File: src/rtl/key_event_arbiter.sv
// rtl/key_event_arbiter.sv - two-player key event FIFOs with round-robin drain
// into a single 4-phase ready/ack output register.

module kea_fifo #(
   parameter int CODE_W     = 4,
   parameter int FIFO_DEPTH = 4,
   parameter int CNT_W      = 3
) (
   input  logic              clk,
   input  logic              ar,
   input  logic              push_i,
   input  logic [CODE_W-1:0] data_i,
   input  logic              pop_i,
   input  logic              clr_i,
   output logic [CODE_W-1:0] head_o,
   output logic              empty_o,
   output logic [CNT_W-1:0]  level_o,
   output logic              ovf_o
);
   localparam int AW = $clog2(FIFO_DEPTH);
   localparam logic [CNT_W-1:0] FULL_LVL = CNT_W'(FIFO_DEPTH);

   logic [CODE_W-1:0] mem_q [FIFO_DEPTH];
   logic [AW-1:0]     wptr_q, wptr_d, rptr_q, rptr_d;
   logic [CNT_W-1:0]  level_q, level_d;
   logic              ovf_q, ovf_d;
   logic              full, push_ok;

   // Fullness is judged on the registered level, so a same-cycle pop never
   // makes room for an arriving event.
   assign full    = (level_q == FULL_LVL);
   assign push_ok = push_i & ~full;
   assign empty_o = (level_q == '0);
   assign head_o  = mem_q[rptr_q];
   assign level_o = level_q;
   assign ovf_o   = ovf_q;

   always_comb begin
      wptr_d  = wptr_q;
      rptr_d  = rptr_q;
      level_d = level_q;
      if (push_ok) wptr_d = wptr_q + AW'(1);
      if (pop_i)   rptr_d = rptr_q + AW'(1);
      case ({push_ok, pop_i})
         2'b10:   level_d = level_q + CNT_W'(1);
         2'b01:   level_d = level_q - CNT_W'(1);
         default: level_d = level_q;
      endcase
      ovf_d = (ovf_q & ~clr_i) | (push_i & full);
   end

   always_ff @(posedge clk or posedge ar) begin
      if (ar) begin
         wptr_q  <= '0;
         rptr_q  <= '0;
         level_q <= '0;
         ovf_q   <= 1'b0;
      end else begin
         wptr_q  <= wptr_d;
         rptr_q  <= rptr_d;
         level_q <= level_d;
         ovf_q   <= ovf_d;
      end
   end

   always_ff @(posedge clk) begin
      if (push_ok) mem_q[wptr_q] <= data_i;
   end
endmodule

module key_event_arbiter #(
   parameter int CODE_W     = 4,
   parameter int FIFO_DEPTH = 4,
   parameter int CNT_W      = 3
) (
   input  logic              clk,
   input  logic              ar,
   input  logic [CODE_W-1:0] p0_code,
   input  logic              p0_valid,
   input  logic [CODE_W-1:0] p1_code,
   input  logic              p1_valid,
   input  logic              host_ack,
   input  logic              ovf_clr,
   output logic [CODE_W-1:0] out_code,
   output logic              out_src,
   output logic              out_rdy,
   output logic              p0_ovf,
   output logic              p1_ovf,
   output logic [CNT_W-1:0]  p0_level,
   output logic [CNT_W-1:0]  p1_level
);
   typedef enum logic [1:0] {IDLE, PRESENT, RELEASE} state_t;

   state_t            state_q, state_d;
   logic              ack_meta_q, ack_s_q;
   logic [CODE_W-1:0] code_q, code_d;
   logic              src_q, src_d;
   logic              rdy_q, rdy_d;
   logic              last_q, last_d;
   logic              pop0, pop1, gnt, gnt_src;
   logic [CODE_W-1:0] head0, head1;
   logic              empty0, empty1;

   kea_fifo #(.CODE_W(CODE_W), .FIFO_DEPTH(FIFO_DEPTH), .CNT_W(CNT_W)) u_p0_fifo (
      .clk     (clk),
      .ar      (ar),
      .push_i  (p0_valid),
      .data_i  (p0_code),
      .pop_i   (pop0),
      .clr_i   (ovf_clr),
      .head_o  (head0),
      .empty_o (empty0),
      .level_o (p0_level),
      .ovf_o   (p0_ovf)
   );

   kea_fifo #(.CODE_W(CODE_W), .FIFO_DEPTH(FIFO_DEPTH), .CNT_W(CNT_W)) u_p1_fifo (
      .clk     (clk),
      .ar      (ar),
      .push_i  (p1_valid),
      .data_i  (p1_code),
      .pop_i   (pop1),
      .clr_i   (ovf_clr),
      .head_o  (head1),
      .empty_o (empty1),
      .level_o (p1_level),
      .ovf_o   (p1_ovf)
   );

   always_ff @(posedge clk or posedge ar) begin
      if (ar) begin
         ack_meta_q <= 1'b0;
         ack_s_q    <= 1'b0;
      end else begin
         ack_meta_q <= host_ack;
         ack_s_q    <= ack_meta_q;
      end
   end

   always_comb begin
      state_d = state_q;
      code_d  = code_q;
      src_d   = src_q;
      rdy_d   = rdy_q;
      last_d  = last_q;
      gnt     = 1'b0;
      gnt_src = 1'b0;
      pop0    = 1'b0;
      pop1    = 1'b0;
      case (state_q)
         IDLE: begin
            // A stale ack left high by the host blocks presentation.
            if (!ack_s_q && !(empty0 && empty1)) begin
               gnt = 1'b1;
               if (!empty0 && !empty1) gnt_src = ~last_q;
               else                    gnt_src = empty0;
               pop0    = ~gnt_src;
               pop1    = gnt_src;
               code_d  = gnt_src ? head1 : head0;
               src_d   = gnt_src;
               rdy_d   = 1'b1;
               last_d  = gnt_src;
               state_d = PRESENT;
            end
         end
         PRESENT: begin
            if (ack_s_q) begin
               rdy_d   = 1'b0;
               state_d = RELEASE;
            end
         end
         RELEASE: begin
            rdy_d = 1'b0;
            if (!ack_s_q) state_d = IDLE;
         end
         default: begin
            rdy_d   = 1'b0;
            state_d = IDLE;
         end
      endcase
   end

   always_ff @(posedge clk or posedge ar) begin
      if (ar) begin
         state_q <= IDLE;
         code_q  <= '0;
         src_q   <= 1'b0;
         rdy_q   <= 1'b0;
         last_q  <= 1'b1;
      end else begin
         state_q <= state_d;
         code_q  <= code_d;
         src_q   <= src_d;
         rdy_q   <= rdy_d;
         last_q  <= last_d;
      end
   end

   assign out_code = code_q;
   assign out_src  = src_q;
   assign out_rdy  = rdy_q;
endmodule
File: config.mk
export PLATFORM = sky130hd
export DESIGN_NAME = key_event_arbiter
export DESIGN_NICKNAME = d
export VERILOG_FILES = /design/src/rtl/key_event_arbiter.sv
export SDC_FILE = /design/constraint.sdc
export NUM_CORES = 1
export LEC_CHECK = 0
export ABC_CLOCK_PERIOD_IN_PS = 2200
export BUFFER_PORTS_ARGS = -buffer_cell sky130_fd_sc_hd__buf_4
export CAP_MARGIN = 20
export CELL_PAD_IN_SITES_DETAIL_PLACEMENT = 0
export CELL_PAD_IN_SITES_GLOBAL_PLACEMENT = 1
export CORE_ASPECT_RATIO = 0.8
export CORE_MARGIN = 4
export CORE_UTILIZATION = 30
export CTS_BUF_LIST = sky130_fd_sc_hd__clkbuf_8
export CTS_CLUSTER_SIZE = 10
export DETAILED_ROUTE_END_ITERATION = 16
export PLACE_DENSITY_LB_ADDON = 0.3
export SLEW_MARGIN = 25
export SYNTH_ARGS = -nofsm -noshare
export SYNTH_HDL_FRONTEND = slang
export SYNTH_SLANG_ARGS = --single-unit
File: constraint.sdc
create_clock -name clk -period 2.2 [get_ports clk]
set_input_delay 0.44 -clock clk [delete_from_list [all_inputs] [get_ports clk]]
set_output_delay 0.44 -clock clk [all_outputs]
set_load 0.02 [all_outputs]
==> impl.org, run 1 <==
** Min path
- Classification of the worst-slack hold path :: primary input to asynchronous set/reset pin

** Synthesis
- Sorting the synthesized cells by area gives the leading types as edfxtp_1, dfrtp_1, mux4_2.
- Number of synthesized flops with an enable pin :: 32
- The share of synthesized area in the top cell type comes to 0.373.
- Fraction of registers with async set or reset after synthesis :: 0.458
- The synthesized design spends more area on one cell type than any other, namely edfxtp_1.
- Most frequent cell after synthesis :: edfxtp_1
- The mapped netlist covers 2580 µm².
- Post-Syn Area per Cell :: 15.4 µm²
- Total number of yosys warnings :: 0
- Synthesis handed over a netlist of 167 instances.
- Counting every net in the synthesized netlist gives 193.
- Post-synthesis sequential area ratio :: 0.636
- Counting flops and latches in the post-synthesis netlist gives 59.
- In the synthesized netlist the dominant register cell turns out to be edfxtp_1.
- Most frequent cells after synthesis :: edfxtp_1, dfrtp_1, inv_1
- The synthesized netlist contains 32 unique library cells.

** Timing
- Max Clock Skew :: 0.00556 ns
- Setup repair after global routing missed its margin :: true
- Static timing analysis puts the maximum clock frequency at 478 MHz.
- The worst path needs 2.09 ns of the cycle, external delays included.
- Transition time at the pin with the least slew margin :: 0.362 ns
- Setup slack closes at 0.109 ns.
- Dividing the final minimum period by the clock period gives 0.951.
- Slew Limit Fails :: 0
- The final hold violation count is 0.
- Number of failing setup endpoints in the final timing report :: 0
- Max_slew headroom :: 0.759

** Place
- Quantity of I/O buffers inserted on ports :: 27
- Post-detailed-placement half-perimeter wirelength :: 3.29 mm
- Timing analysis after detailed placement gives a worst setup slack of 0.0905 ns.
- Cell Area, Placed :: 2990 µm²
- Including well taps, the total number of placed cells is 311.
- GPL Wtd Cong :: 0.679

** Setup path
- For this design, the slowest cell found on the critical path is dfrtp_1.
- Req. time, crit path :: 2.46 ns
- In this run the worst path has a maximum fanout of 5.
- Critical path startpoint category :: flip-flop
- The number of cells on the worst reg-to-reg path is 8.
- Type of destination of the critical path :: flip-flop
- Traced cell by cell, the critical path runs through o31ai_4, and3_2, ha_1, inv_1, fa_1, xor2_1, nor2_1, xor2_1.
- In this design, the stage delay of the slowest critical-path cell is 0.43 ns.
- Data arrival time of the critical path :: 2.35 ns
- Cell type with the highest occurrence count on the critical path :: xor2_1
- The critical path is of the flip-flop to flip-flop type.

** Cells and area
- Net total in the final layout :: 241
- Fill cell count :: 764
- Final non-filler cell area :: 3220 µm²
- Compared with the post-synthesis result, the final layout area differs by 25.0%.
- The finished layout holds 328 standard cells, fillers aside.
- Final antenna diode count :: 0
- In the final layout, the share of cells above drive strength 1 is 0.345.

** Power
- Total chip power :: 4.65 mW
- Sw Ratio :: 0.337
- The share of total power dissipated in sequential elements is 0.399.
- Clock network fraction of total power :: 0.229
- P_sw :: 1.56 mW
- Reported leakage power :: 1.33 nW
- Peak supply drop :: 0.430 mV
- Power per cell area :: 1440 nW/µm²
- Comb pwr share :: 0.372
- Cell internal power was estimated by the tool at 3.08 mW.

** Die
- I/O pin total :: 28
- Die Y-Extent :: 90.9 µm
- The initial utilization of the core area, before any placement, comes to 0.317.
- Standard-cell row count :: 29
- The die is 112 µm wide.
- The region available for standard cell placement spans 8130 µm².
- The die covers 10100 µm².

** CTS
- The clock reaches the later pin of the worst-skew pair after 0.33 ns.
- Clock edge transition at the registers on the reported setup and hold paths :: 0.06 ns
- Number of H-tree levels :: 3
- Buffers inserted during clock tree synthesis total 9.
- CTS saw 59 sinks.
- The tree is rooted in a clkbuf_8.
- CTS tree :: yes
- Bufs on Longest Clock Path :: 2
- CTS Hold Buffers Added :: 0

** Global route
- The total overflow left after global routing is 0.
- The first global-routing pass estimated 7.42 mm of wire.
- Entering global routing, the biggest net connects 28 pins.
- In the global route stage, overall resource usage came out at 0.0962.
- The initial antenna violation count came to 0.
- Via count of the first global-routing pass :: 1483

** Detailed routing
- The highest layer touched by signal routing is met4.
- DRC violations left :: 0
- Post-Route M1 WL :: 2.04 mm
- ANT nets after route :: 0
- Routed via count :: 1417
- Iter 0 DRT Violations :: 41
- Mean routed wirelength per cell :: 13.5 µm
- In the detailed route, the total length drawn on met3 is 211 µm.
- Wires add up to 4.44 mm.
- Wire segments on met2 add up to 2.12 mm in the final route.
- Before antenna repair, the detailed router went through 4 iterations.
- Dividing the detail-routed via count by the number of cells gives 4.32.

** Run status
- The run finished with clean final reports.

** Job
- Max-cap violations :: 0
==> registers in the layout, indices dropped and copies added (netlist names) <==
name / flops
u_p0_fifo.mem_q: 16
u_p1_fifo.mem_q: 16
out_code: 4
u_p0_fifo.level_o: 3
u_p1_fifo.level_o: 3
state_q: 2
u_p0_fifo.rptr_q: 2
u_p0_fifo.wptr_q: 2
u_p1_fifo.rptr_q: 2
u_p1_fifo.wptr_q: 2
ack_meta_q: 1
ack_s_q: 1
last_q: 1
out_rdy: 1
out_src: 1
u_p0_fifo.ovf_o: 1
u_p1_fifo.ovf_o: 1
==> power groups by stage <==
| stage | logic (mW) | clock network [mW] | registers [mW] |
|---|---|---|---|
| 6_report | 1.73 | 1.07 | 1.85 |
| 5_1_grt | 1.93 | 1.15 | 1.91 |
| 4_1_cts | 1.75 | 1.09 | 1.87 |
| 3_5_place_dp | 1.75 | 0 | 1.89 |
| 3_3_place_gp | 1.74 | 0 | 1.88 |
| 2_1_floorplan | 1.06 | 0 | 1.95 |
==> per-layer routing <==
| layer | track usage | up-vias |
|---|---|---|
| met5 | 0 | - |
| met4 | 0.0365 | 0 |
| met3 | 0.0395 | 7 |
| met2 | 0.144 | 26 |
| met1 | 0.125 | 698 |
| li1 | - | 686 |
==> area by class of cell <==
| class | count | area [µm²] | share of cell area |
|---|---|---|---|
| clock buffers | 10 | 138 | 0.0427 |
| clock inverters | 6 | 80.1 | 0.0249 |
| inverters | 24 | 90.1 | 0.0280 |
| multi-input cells | 81 | 838 | 0.260 |
| flip-flops and latches | 59 | 1640 | 0.509 |
| well taps | 108 | 135 | 0.0420 |
| repair buffers | 40 | 300 | 0.0932 |
==> cell usage in the layout, fill, tap and decap left out, types with 2 or more instances in the layout <==
| master | n |
|---|---|
| buf_4 | 40 |
| edfxtp_1 | 32 |
| inv_1 | 25 |
| dfrtp_1 | 25 |
| clkbuf_8 | 10 |
| and2_1 | 9 |
| ha_1 | 9 |
| mux4_2 | 8 |
| xnor2_1 | 7 |
| xor2_1 | 6 |
| nor2_1 | 5 |
| nand4_1 | 5 |
| o221ai_2 | 4 |
| o21ai_0 | 3 |
| o21a_1 | 3 |
| a21boi_1 | 2 |
| or3_1 | 2 |
| mux2_2 | 2 |
| nand3_1 | 2 |
| fa_1 | 2 |
| bufinv_16 | 2 |
==> logic make-up (layout without fill, tap and decap cells) <==
group	after synthesis	in the layout	share of synthesized area
flops	59	59	0.636
simple gates	27	27	0.0626
buf+inv	27	80	0.0432
compound gates	18	18	0.0675
xor+xnor	13	13	0.0442
fa+ha+maj	12	12	0.0641
mux	11	11	0.0826
==> worst max-delay path, delay by kind of cell, from the launching register on <==
kind / cells / cell delay (ns)
AOI/OAI and AO/OA: 1 / 0.33
and+or+nand+nor: 2 / 0.36
DFF: 1 / 0.43
xor gates and xnor gates: 2 / 0.31
buffers and inverters: 1 / 0.05
adders and majority gates: 2 / 0.55
==> through the flow <==
stage | hold WS (ns) | utilization | setup TNS (ns)
detailed placement | 0.336 | 0.368 | 0
finish | 0.174 | 0.396 | 0
floorplan | 0.331 | - | 0
global placement | 0.336 | 0.368 | 0
CTS | 0.178 | 0.395 | 0
global route | 0.197 | 0.396 | -0.00284
==> final timing paths <==
kind	startpoint	to	slack (ns)
min in group clk	host_ack	ack_meta_q$_DFF_PP0_	0.21
max	u_p0_fifo.level_o[1]$_DFFE_PP0P_	u_p1_fifo.level_o[2]$_DFFE_PP0P_	0.11
max in group asynchronous	ar	last_q$_DFFE_PP1P_	1.72
max reg2reg	u_p0_fifo.level_o[1]$_DFFE_PP0P_	u_p1_fifo.level_o[2]$_DFFE_PP0P_	0.11
min reg2reg	ack_meta_q$_DFF_PP0_	ack_s_q$_DFF_PP0_	0.35
min	ar	ack_meta_q$_DFF_PP0_	0.17
==> repair_timing <==
action | CTS | global route
endpoints found under the hold margin | 0 | 0
setup endpoints to repair | 0 | 2
setup buffers | 0 | 1
gates resized for setup | 0 | 2
Power figures use the tool's default switching activity.
==> inputs of run 2 (changes only) <==
REMOVE_ABC_BUFFERS = 1   (was not set)
==> run 2 against run 1 <==
Net effect:
- worst setup slack improved by 0.055 ns
- count of clock-buffer cells in the layout unchanged
- sequential share of layout area about the same
- die area unchanged
- cell count increased by 0.61%
- flip-flop and latch count unchanged
- critical path type unchanged
- critical endpoint unchanged
- largest power group unchanged
==> impl.org, run 2 (synthesis results as in run 1) <==
** Timing
- Setup repair after global routing could not meet its margin everywhere.
- Adding up every negative setup slack in the final design gives 0 ns.
- Final critical delay including setup and external delays :: 2.04 ns
- Tightest hold margin :: 0.165 ns
- Max_slew headroom :: 0.756
- For the final database, setup skew stands at 0.00966 ns.
- Final clock period utilization by the worst path :: 0.926
- The number of pins with negative max-slew slack in the final report was 0.
- Highest Clock Rate :: 491 MHz
- The final hold violation count was 0.
- At the pin with the least slew margin, the transition time is 0.365 ns.
- Number of failing setup endpoints in the final timing report :: 0

** Place
- After legalization and detailed placement, the total HPWL measured 3.37 mm.
- The congestion estimate from routability-driven global placement came to 0.704.
- Buffers placed on the I/O ports in this run total 27.

** Detailed routing
- For this block, the routed nets add up to 4.62 mm of wire.
- The detail route stage leaves a number of antenna-violating nets equal to 0.
- Routed via count :: 1426
- Mean routed wirelength per cell :: 14.0 µm
- The first detailed-routing pass ran for 5 iterations.
- DRC violations left :: 0
- After detailed routing, the number of vias per cell comes to 4.32.
- Iter 0 DRT Violations :: 60

** Cells and area
- Share of cells above drive strength 1 :: 0.369
- Area overhead of the layout relative to synthesis :: 25.3%
- For this run, the share of the core covered by cells in the final layout is 0.397.
- The repair_antennas step left the layout with diodes totalling 0.
- Commonest non-fill, non-tap cell in the layout :: buf_4
- The net count of the finished layout is 243.
- Leaving out fill and tap cells, the most frequent cells in the layout are buf_4, edfxtp_1, inv_1.

** CTS
- CTS tree :: yes
- Clock edge transition at the registers on the reported setup and hold paths :: 0.07 ns
- The root buffer cell chosen for the clock tree is clkbuf_8.
- The H-tree was split into 3 levels.
- Total clock buffers created by CTS :: 9
- At the later pin of the worst-skew pair, clock insertion delay measures 0.34 ns.
- The number of hold buffers added after CTS was 0.
- In this run the deepest clock path goes through 2 buffers.
- Clock sink count :: 59

** Setup path
- STA puts the critical path data required time at 2.46 ns.
- In this design, the stage delay of the slowest critical-path cell is 0.42 ns.
- Top delay family on crit path :: adder cells
- Walking the worst path, the cells encountered are o31ai_4, and3_4, ha_1, inv_1, fa_1, xor2_1, nor2_1, xor2_1.
- Maximum fanout along the worst path :: 3
- Type of destination of the critical path :: flip-flop
- Counting both buffers and inverters, the worst setup path holds a total of 1.
- Critical path class :: flip-flop to flip-flop
- Counting stages on the worst path, the most repeated cell is xor2_1.
- For this design, the slowest cell found on the critical path is dfrtp_1.
- Data arrives at the worst endpoint at 2.30 ns.
- The worst setup path is launched from a flip-flop.

** Global route
- GR Overflow Total :: 0
- Global-route wire length before repair :: 7.69 mm
- The via count of the first global-routing pass came to 1460.
- Total global routing track utilization :: 0.100
- Entering global routing, the biggest net connects 28 pins.
- Number of antenna violations at the first check in global routing :: 0

** Die
- Width of the die :: 112 µm
- The die covers 10100 µm².
- For this configuration, the core starts out at a cell density of 0.317.
- Die Y-Extent :: 90.9 µm
- 28 I/O pins were placed.
- The core region is 8130 µm².
- In this run the core area contains 29 standard-cell rows.

** Power
- Across the VDD grid, the largest voltage drop is 0.552 mV.
- The analysis attributes to cell leakage a power of 1.33 nW.
- Power per cell area :: 1430 nW/µm²
- The design draws 4.61 mW.

** Job
- Max-cap violations in this run came to 0.

** Run status
- Status :: finished, final reports clean

** Min path
- Classification of the worst-slack hold path :: primary input to asynchronous set/reset pin
## run 2: layout make-up
cell class                      instances  area, µm²
Timing Repair Buffer                   42        315
Sequential cell                        59       1640
Clock buffer                           10        138
Inverter                               24       90.1
Fill cell                             787       4900
Multi-Input combinational cell         81        845
Clock inverter                          6       63.8
Tap cell                              108        135
## run 2: routing by layer
metal,share of wire,global-route usage,vias up,routed length [µm]
li1,-,-,696,-
met1,0.50,0.142,693,2290
met2,0.44,0.134,31,2020
met3,0.057,0.0496,6,265
met4,0.010,0.0304,0,46
met5,0,0,-,0
## run 2: worst min-delay path, delay by kind of cell
| family | cells | cell delay [ns] |
|---|---|---|
| buf+inv | 3 | 0.48 |
## run 2: where the power goes
part	leakage, nW	switching, mW	total, mW	internal (mW)
sequential	0.613	0.317	1.87	1.55
clock	0.0987	0.439	0.992	0.553
combinational	0.618	0.860	1.75	0.894
total	1.33	1.62	4.61	3.00
## run 2: repair_timing
item	4_1_cts	5_1_grt
setup endpoints to repair	0	2
gates resized for setup	0	6
buffers inserted	0	4
## run 2: worst paths after layout
check                                                      start                                to  slack, ns  cells past startpoint
worst max register to register  u_p0_fifo.level_o[2]$_DFFE_PP0P_  u_p1_fifo.level_o[2]$_DFFE_PP0P_       0.16                      8
min in group clk                                        host_ack              ack_meta_q$_DFF_PP0_       0.21                      1
worst max-delay path            u_p0_fifo.level_o[2]$_DFFE_PP0P_  u_p1_fifo.level_o[2]$_DFFE_PP0P_       0.16                      8
worst min-delay path                                          ar                 ack_s_q$_DFF_PP0_       0.17                      3
max in group asynchronous                                     ar                last_q$_DFFE_PP1P_       1.72                      3
worst min register to register              ack_meta_q$_DFF_PP0_                 ack_s_q$_DFF_PP0_       0.35                      0
## run 2: metrics by stage
step | std cells | setup WS [ns] | area [µm²]
floorplan | 164 | -0.000891 | 2550
global placement | 310 | 0.110 | 2980
detailed placement | 310 | 0.106 | 2980
CTS | 326 | 0.0773 | 3180
global route | 330 | -0.0129 | 3230
finish | 330 | 0.163 | 3230
==> inputs of run 3 (changes only) <==
BUFFER_PORTS_ARGS = -buffer_cell sky130_fd_sc_hd__buf_2   (was -buffer_cell sky130_fd_sc_hd__buf_4)
==> run 3 against run 2 <==
Net effect:
- sequential power hardly changed
- non-clock buffer count is 5 lower
- hold slack worse by 0.0017 ns
- largest power group unchanged
- count of clock-buffer cells in the layout is 1 lower
- clock power hardly changed
- cell count is 1.5% lower
- clock skew is 0.0014 ns lower
- power is 2.8% lower
- first-iteration DRC count is 17% lower
- flip-flop and latch count stayed put
- global-route usage is 0.34 points lower
- combinational power is 9% lower
==> impl.org, run 3 (synthesis results as in run 1) <==
** Power
- Of the total power, combinational logic draws 0.354.
- The worst-case IR drop observed on VDD is 0.616 mV.
- Clock network fraction of total power :: 0.228
- Power per cell area :: 1440 nW/µm²
- Internal power :: 2.94 mW
- Reported leakage power :: 1.30 nW
- P_sw :: 1.54 mW
- Of the total power, registers draw 0.418.
- The design draws 4.49 mW.
- Of the total power, the share spent switching nets is 0.344.

** Timing
- Number of failing hold endpoints at the final stage :: 0
- Setup violations remaining at the end of the flow were counted as 0.
- Clock skew on the completed layout was measured at 0.00823 ns.
- Highest Clock Rate :: 486 MHz
- Max_slew headroom :: 0.764
- Setup slack closes at 0.144 ns.
- Setup TNS :: 0 ns
- Tightest hold margin :: 0.164 ns
- Final clock period utilization by the worst path :: 0.935
- Setup repair after global routing left no endpoint under its margin.
- For the pin with the worst max-slew slack, the measured transition is 0.354 ns.
- The number of pins with negative max-slew slack in the final report came to 0.
- Counting I/O delays and the setup requirement, the final critical path takes 2.06 ns.

** Setup path
- Cell type with the highest occurrence count on the critical path :: xor2_1
- FF-to-FF End :: u_p1_fifo.level_o[2]$_DFFE_PP0P_
- STA classifies the critical path startpoint as a flip-flop.
- Critical path capture point :: u_p1_fifo.level_o[2]$_DFFE_PP0P_
- For the worst flop-to-flop path, the logic depth is 8.
- Flop2flop setup slack :: 0.14 ns
- In this run the worst path has a maximum fanout of 6.
- The worst setup path is captured at a flip-flop.
- In this run the worst setup path begins at u_p0_fifo.level_o[0]$_DFFE_PP0P_.
- Largest incremental delay on the critical path :: 0.47 ns
- At the worst endpoint, the required time is 2.45 ns.
- Slowest cell on crit path :: dfrtp_2
- Critical-path cell list :: o31ai_4, and3_2, ha_1, inv_1, fa_1, xor2_1, nor2_1, xor2_1
- In this run the critical register-to-register path is launched from u_p0_fifo.level_o[0]$_DFFE_PP0P_.
- The worst setup path is of the flip-flop to flip-flop kind.
- Data on the critical path arrives at its endpoint at 2.31 ns.

** CTS
- Clock sink count :: 59
- Number of H-tree levels :: 3
- Clock edge transition at the registers on the reported setup and hold paths :: 0.07 ns
- CTS Hold Buffers Added :: 0
- CTS tree :: yes
- Total clock buffers created by CTS :: 9
- Bufs on Longest Clock Path :: 2
- The clock reaches the later pin of the worst-skew pair after 0.33 ns.
- Cell at the root of the clock tree :: clkbuf_8

** Global route
- The via count of the first global-routing pass was 1444.
- Number of antenna violations at the first check in global routing :: 0
- Maximum number of pins on one net before global-route repair :: 28
- Total global routing track utilization :: 0.0969
- The first global-routing pass estimated 7.43 mm of wire.
- For this run the aggregate overflow at the end of global routing stands at 0.

** Die
- The initial utilization of the core area, before any placement, comes to 0.317.
- Width of the die :: 112 µm
- Total die area :: 10100 µm²
- Measured along the y axis, the die boundary spans 90.9 µm.
- I/O pin total :: 28
- The initialized floorplan defines 29 standard-cell rows.
- The core region is 8130 µm².

** Cells and area
- Commonest non-fill, non-tap cell in the layout :: edfxtp_1
- Net total in the final layout :: 238
- The top cell types in the final layout, fill and taps aside, are edfxtp_1, buf_2, inv_1, dfrtp_1.
- Area of all sequential standard cells :: 1640 µm²
- The count of cells in the finished layout, fillers not included, comes to 325.
- Once layout is complete, the utilization of the core stands at 0.384.
- Summing all multi-input logic gate instances after layout gives 841 µm².
- Area overhead of the layout relative to synthesis :: 21.2%
- After routing the design area is 3120 µm².
- Share of cells above drive strength 1 :: 0.327
- Final antenna diode count :: 0
- After filler insertion, the fill cell instance count of the layout stands at 810.

** Detailed routing
- Mean routed wirelength per cell :: 13.6 µm
- Final wirelength :: 4.43 mm
- For this run, the detailed router's first-pass iteration total came to 4.
- Once detail routing completed, the nets flagged for antenna violations numbered 0.
- Detailed-route vias per instance :: 4.25
- DRC violations left :: 0
- The detailed router finished its first iteration with 50 violations.
- Routed via count :: 1381

** Place
- The count of buffers added on input and output ports is 27.
- Cell Area, Placed :: 2890 µm²
- Routability-driven placement finished with a final weighted congestion of 0.766.
- Post-detailed-placement half-perimeter wirelength :: 3.34 mm
- Placed Instances :: 308
- At the placement stage, the worst setup path has a slack of 0.120 ns.

** Job
- Across the run, the number of max-cap violations was 0.

** Min path
- Classification of the worst-slack hold path :: primary input to asynchronous set/reset pin

** Run status
- The run finished with clean final reports.
run 3: layout make-up:
type                            count  share of cell area
Clock buffer                        9              0.0397
Sequential cell                    59               0.525
Multi-Input combinational cell     81               0.269
Inverter                           24              0.0288
Tap cell                          108              0.0433
Timing Repair Buffer               37              0.0673
Clock inverter                      7              0.0268
run 3: per-layer routing:
layer / up-vias / routed length [µm] / share of wire / track usage
li1: 682 / - / - / -
met1: 670 / 2200 / 0.50 / 0.133
met2: 23 / 1940 / 0.44 / 0.135
met3: 6 / 238 / 0.054 / 0.0449
met4: 0 / 53 / 0.012 / 0.0334
met5: - / 0 / 0 / 0
run 3: how the worst min path moves through the flow:
stage	end	slack, ns	cells past startpoint
global route	ack_meta_q$_DFF_PP0_	0.19	3
CTS	ack_meta_q$_DFF_PP0_	0.17	3
floorplan	ack_s_q$_DFF_PP0_	0.33	0
finish	ack_meta_q$_DFF_PP0_	0.16	3
detailed placement	ack_s_q$_DFF_PP0_	0.35	0
global placement	ack_s_q$_DFF_PP0_	0.34	0
run 3: timing repair:
action,4_1_cts,5_1_grt
resized for setup,0,3
setup buffers,0,1
setup endpoints to repair,0,2
run 3: worst max-delay path, delay by kind of cell, from the launching register on:
family	cells	cell delay, ns
fa+ha+maj	2	0.55
simple gates	2	0.34
compound gates	1	0.26
buf+inv	1	0.06
flops	1	0.47
xor+xnor	2	0.31
run 3: power groups by stage:
stage | Clock (mW) | Sequential, mW | Combinational, mW
6_report | 1.02 | 1.88 | 1.59
5_1_grt | 1.10 | 1.94 | 1.80
4_1_cts | 1.05 | 1.87 | 1.61
3_5_place_dp | 0 | 1.89 | 1.60
3_3_place_gp | 0 | 1.88 | 1.61
2_1_floorplan | 0 | 1.98 | 0.977
